--- src/rtl/d16_regfile_pkg.sv ---
// d16_regfile_pkg: state encoding and default geometry shared by the d16 register file.
package d16_regfile_pkg;

  typedef enum logic {
    CLEAR = 1'b0,
    RUN   = 1'b1
  } state_t;

  localparam int DW_DEF = 16;
  localparam int AW_DEF = 4;
  localparam int NR_DEF = 2;

  // Value each q lane holds during reset and while the clear sweep runs.
  localparam logic Q_RST_BIT = 1'b0;

endpackage

--- src/rtl/d16_regfile_rport.sv ---
// d16_regfile_rport: one registered read port, forced to zero until the file is ready.
// Write-through forwarding is built only when D16_REGFILE_BYPASS_EN is defined.
module d16_regfile_rport
  import d16_regfile_pkg::*;
#(
  parameter int DW = DW_DEF,
  parameter int AW = AW_DEF
) (
  input  logic          sys_clk,
  input  logic          sys_rst,
  input  logic          run,
  input  logic [AW-1:0] addr_r,
  input  logic [DW-1:0] rd_data,
  input  logic [AW-1:0] addr_w,
  input  logic          w,
  input  logic [DW-1:0] data,
  output logic [DW-1:0] q
);

  logic [DW-1:0] q_nxt;

`ifdef D16_REGFILE_BYPASS_EN
  always_comb begin
    q_nxt = rd_data;
    if (w && (addr_w == addr_r)) begin
      q_nxt = data;
    end
  end
`else
  // Without forwarding the write-side inputs are intentionally left unused.
  logic unused_wr;
  assign unused_wr = ^{w, addr_w, data};
  assign q_nxt     = rd_data;
`endif

  always_ff @(posedge sys_clk) begin
    if (sys_rst || !run) begin
      q <= {DW{Q_RST_BIT}};
    end else begin
      q <= q_nxt;
    end
  end

endmodule

--- src/rtl/d16_regfile.sv ---
// d16_regfile: 2**AW x DW register file, NR read ports, one write port, clear-on-reset sweep.
// Optional same-edge write-to-read forwarding: define D16_REGFILE_BYPASS_EN.
module d16_regfile
  import d16_regfile_pkg::*;
#(
  parameter int DW = DW_DEF,
  parameter int AW = AW_DEF,
  parameter int NR = NR_DEF
) (
  input  logic             sys_clk,
  input  logic             sys_rst,
  input  logic [NR*AW-1:0] addr_r,
  output logic [NR*DW-1:0] q,
  input  logic [AW-1:0]    addr_w,
  input  logic             w,
  input  logic [DW-1:0]    data,
  output logic             ready,
  output logic             w_err
);

  localparam int            DEPTH = 2 ** AW;
  localparam logic [AW-1:0] LAST  = AW'(DEPTH - 1);

  state_t        state, state_nxt;
  logic [AW-1:0] clr_cnt, clr_cnt_nxt;
  logic          mem_we;
  logic [AW-1:0] mem_wa;
  logic [DW-1:0] mem_wd;
  logic [DW-1:0] mem [DEPTH];

  always_ff @(posedge sys_clk) begin
    if (sys_rst) begin
      state   <= CLEAR;
      clr_cnt <= '0;
    end else begin
      state   <= state_nxt;
      clr_cnt <= clr_cnt_nxt;
    end
  end

  always_comb begin
    state_nxt   = state;
    clr_cnt_nxt = clr_cnt;
    if (state == CLEAR) begin
      clr_cnt_nxt = clr_cnt + AW'(1);
      if (clr_cnt == LAST) begin
        state_nxt = RUN;
      end
    end
  end

  // The clear sweep owns the write port; nothing is written in a reset cycle.
  always_comb begin
    mem_we = 1'b0;
    mem_wa = addr_w;
    mem_wd = data;
    if (!sys_rst) begin
      if (state == CLEAR) begin
        mem_we = 1'b1;
        mem_wa = clr_cnt;
        mem_wd = '0;
      end else begin
        mem_we = w;
      end
    end
  end

  assign ready = (state == RUN);

  always_ff @(posedge sys_clk) begin
    if (mem_we) begin
      mem[mem_wa] <= mem_wd;
    end
  end

  always_ff @(posedge sys_clk) begin
    if (sys_rst) begin
      w_err <= 1'b0;
    end else if ((state == CLEAR) && w) begin
      w_err <= 1'b1;
    end
  end

  for (genvar k = 0; k < NR; k++) begin : g_rport
    logic [AW-1:0] ra;
    assign ra = addr_r[k*AW +: AW];

    d16_regfile_rport #(
      .DW(DW),
      .AW(AW)
    ) u_rport (
      .sys_clk (sys_clk),
      .sys_rst (sys_rst),
      .run     (ready),
      .addr_r  (ra),
      .rd_data (mem[ra]),
      .addr_w  (addr_w),
      .w       (w),
      .data    (data),
      .q       (q[k*DW +: DW])
    );
  end

endmodule

--- config.mk ---
export PLATFORM = sky130hd
export DESIGN_NAME = d16_regfile
export DESIGN_NICKNAME = d
export VERILOG_FILES = /design/src/rtl/d16_regfile_pkg.sv /design/src/rtl/d16_regfile_rport.sv /design/src/rtl/d16_regfile.sv
export SDC_FILE = /design/constraint.sdc
export NUM_CORES = 1
export LEC_CHECK = 0
export CAP_MARGIN = 20
export CORE_MARGIN = 8
export CORE_UTILIZATION = 25
export CTS_CLUSTER_SIZE = 8
export DETAILED_ROUTE_END_ITERATION = 7
export GPL_ROUTABILITY_DRIVEN = 0
export SLEW_MARGIN = 20
export SYNTH_ARGS = -nofsm -noshare
export SYNTH_HDL_FRONTEND = slang
export SYNTH_SLANG_ARGS = --single-unit
--- constraint.sdc ---
create_clock -name sys_clk -period 4.8 [get_ports sys_clk]
set_input_delay 0.48 -clock sys_clk [delete_from_list [all_inputs] [get_ports sys_clk]]
set_output_delay 0.48 -clock sys_clk [all_outputs]
set_load 0.02 [all_outputs]
==> flow_summary_export.csv <==
group,metric,value,unit
global_route,grt_pass1_vias,8677,
critical_path,worstReg2RegEnd,"mem[10][8]",
clock_network,cts_inserted_buffers,42,
yosys,muxShareOfSynthArea,0.200,
sta,rsz0062_at_grt,"no",
global_route,grt_pass1_wl,59100,µm
critical_path,rr_worst_depth,4,
routing,postRouteAntennaNets,0,
clock_network,ctsRootBufferMaster,"clkbuf_16",
critical_path,endpoint_kind,"register",
yosys,synth_edf_count,256,
critical_path,cp_max_fo,26,
layout,nFillCells,5262,
clock_network,clk_pin_slew,0.05,ns
layout,nets,992,
critical_path,regToRegSetupSlack,1.84,ns
yosys,ys_ff_latch,294,
critical_path,worst_path_largest_cell_delay,0.83,ns
global_route,grt_overflow,0,
routing,drt_iter0_drc,725,
floorplanning,dieArea,61400,µm²
layout,drive_above_1_share,0.158,
place,dpl-instance-area,14800,µm²
critical_path,critPathLaunchType,"input pin",
routing,drt_pass1_iterations,5,
worst_hold_path,min_path_cells,2,
clock_network,cts_tree,"done",
clock_network,clock_latency,0.53,ns
routing,wirelength,40600,µm
clock_network,clock_sinks,294,
yosys,synthSimpleGateAreaFrac,0.0631,
global_route,grt.busiest_layer,"met2",
sta,setup-tns-final,0,ns
sta,finClkSkew,0.0160,ns
global_route,grt_usage,0.130,
sta,max_freq,323,MHz
sta,setup_viol,0,
job,cap_violations,0,
floorplanning,die_h,248,µm
sta,worst-slew-pin-transition,1.11,ns
floorplanning,core_area,53500,µm²
run_status,status,"complete, no violations",
clock_network,cts_hold_buf,0,
yosys,synth_top_family_by_area,"multiplexers",
global_route,grt_max_degree,62,
routing,wire_per_inst,24.1,µm
yosys,synthTopCellsByCount,"edfxtp_1, mux2i_1, a22oi_1",
yosys,synth_cell_types,36,
critical_path,path_class,"input pin to register",
routing,num_vias,8372,
yosys,postSynthCellCount,882,
pwr,peakVddDrop,0.218,mV
pwr,p_per_area,376,nW/µm²
yosys,syn_area,13400,µm²
critical_path,critical_path.endpoint,"mem[10][8]",
global_route,grtUsageMet2,0.214,
clock_network,clk_path_buf_depth,3,
sta,layout_min_cycle_time,3.10,ns
place,dp_hpwl,25500,µm
critical_path,path_depth,5,
clock_network,cts_resized,0,
critical_path,cp_top_family,"simple AND/OR/NAND/NOR gates",
floorplanning,start_util,0.251,
layout,postLayoutCellArea,16000,µm²
critical_path,crit_required,4.94,ns
layout,diodes,0,
critical_path,cp.arrival,3.24,ns
yosys,synth.top_cell.area_share,0.572,
critical_path,cpMaxStageDelayCell,"nor2_2",
pwr,p_leak,5.58,nW
critical_path,reg2reg_from,"ready",
sta,drv_slew,0,
yosys,synthAdderAreaFrac,0.000931,
routing,drc_errors,0,
yosys,yosysSeqAreaShare,0.629,
place,io_buffers,64,
layout,area_growth,19.1,%
sta,period_share,0.646,
clock_network,htreeDepth,2,
yosys,avgSynthCellArea,15.2,µm²
floorplanning,rows,85,
floorplanning,die_x,248,µm
global_route,grt_use_met3,0.0270,
yosys,ys_warn_count,0,
critical_path,crit_chain,"clkdlybuf4s50_1, nor2_4, mux2i_1, nand2_1, nor2_2",
yosys,synth_flop_cell,"edfxtp_1",
yosys,synth_top_area_cell,"edfxtp_1",
global_route,antenna_found_initial,0,
yosys,synth_compound_area_frac,0.0662,
critical_path,crit_buf_inv,1,
global_route,met1_usage,0.172,
yosys,synthArstFlopShare,0,
clock_network,postCtsSetupRepairBufs,0,
routing,post_drt_via_cell_ratio,4.96,
worst_hold_path,min_path_type,"register to register",
yosys,synth_most_common_cell,"edfxtp_1",
floorplanning,io_pins,65,
yosys,ys_top_cells_by_area,"edfxtp_1, mux2i_1, dfxtp_1",
yosys,yosys.area_share.xor_xnor,0.00195,
critical_path,startpoint,"sys_rst",
yosys,synth_nets,914,
sta,relSlewSlack,0.257,
sta,hold_viol,0,
## cells by family (layout without fill, tap and decap cells)
family / after synthesis / after routing
compound gates: 125 / 125
xor+xnor: 3 / 3
fa+ha+maj: 1 / 1
buf+inv: 65 / 176
flops: 294 / 294
mux: 227 / 227
simple gates: 167 / 167
## worst min-delay path by stage
stage | from | endpoint
after floorplan | clr_cnt[3] | ready
after global placement | w_err | w_err
after detailed placement | w_err | w_err
after CTS | w_err | w_err
after global routing | w_err | w_err
final | w_err | w_err
## state kept, by name (all words and copies together) (netlist names)
name               count
mem                  256
g_rport.u_rport.q     32
clr_cnt                4
ready                  1
w_err                  1
## per-layer routing
layer,vias to the layer above,wire length (µm)
met5,-,0
met4,0,1080
met3,72,3080
met2,347,19200
met1,4319,17300
li1,3634,-
## worst min-delay path, stage by stage (launching register included)
cell and delay, ns:
dfxtp_1 0.32, a21oi_1 0.04, nor2_1 0.08
## where the power goes
part / internal [mW] / switching, mW
Clock: 1.67 / 1.09
Sequential: 2.82 / 0.0184
Combinational: 0.162 / 0.261
Total: 4.65 / 1.37
## placed cells by master (no fill, tap or decap)
master and count:
buf_4 31, nor3b_1 2, or2_2 2, clkdlybuf4s50_1 62, inv_1 3, xor2_1 2
clkbuf_16 43, mux2_2 11, buf_6 2, and2_2 1, o21ai_1 11, buf_12 1
clkbuf_1 33, a31oi_1 4, nand3_1 45, nand3b_1 1, a21oi_1 4, nand2b_1 25
nor2_2 16, mux4_2 32, edfxtp_1 256, o22ai_1 5, nand4_1 1, a22oi_1 91
nor2_4 5, and2_1 2, nand2_1 33, nor2b_2 11, xnor2_1 1, o211ai_1 5
mux2i_1 184, nor3_1 1, nor2_1 6, dfxtp_1 38, nor2b_1 15, ha_1 1
o31ai_1 5, inv_6 1, nor2b_4 1
## final cells by class
| cell class | instances | area (µm²) | area share |
|---|---|---|---|
| Inverter | 3 | 11.3 | 0.000704 |
| Sequential cell | 294 | 8450 | 0.528 |
| Clock inverter | 1 | 8.76 | 0.000547 |
| Multi-Input combinational cell | 523 | 4570 | 0.286 |
| Clock buffer | 76 | 1200 | 0.0750 |
| Timing Repair Buffer | 96 | 896 | 0.0560 |
| Tap cell | 696 | 871 | 0.0544 |
## stage by stage
step | utilization | power, mW | std cells | hold slack, ns | worst slack, ns
final | 0.299 | 6.02 | 1689 | 0.477 | 1.70
after global routing | 0.299 | 6.19 | 1689 | 0.536 | 1.47
after CTS | 0.299 | 6.06 | 1689 | 0.483 | 1.70
after detailed placement | 0.276 | 3.31 | 1612 | 0.467 | 1.14
after global placement | 0.276 | 3.30 | 1612 | 0.469 | 1.21
after floorplan | - | 3.17 | 882 | 0.481 | 2.44
Note: power is estimated with default switching activity, not from simulation.
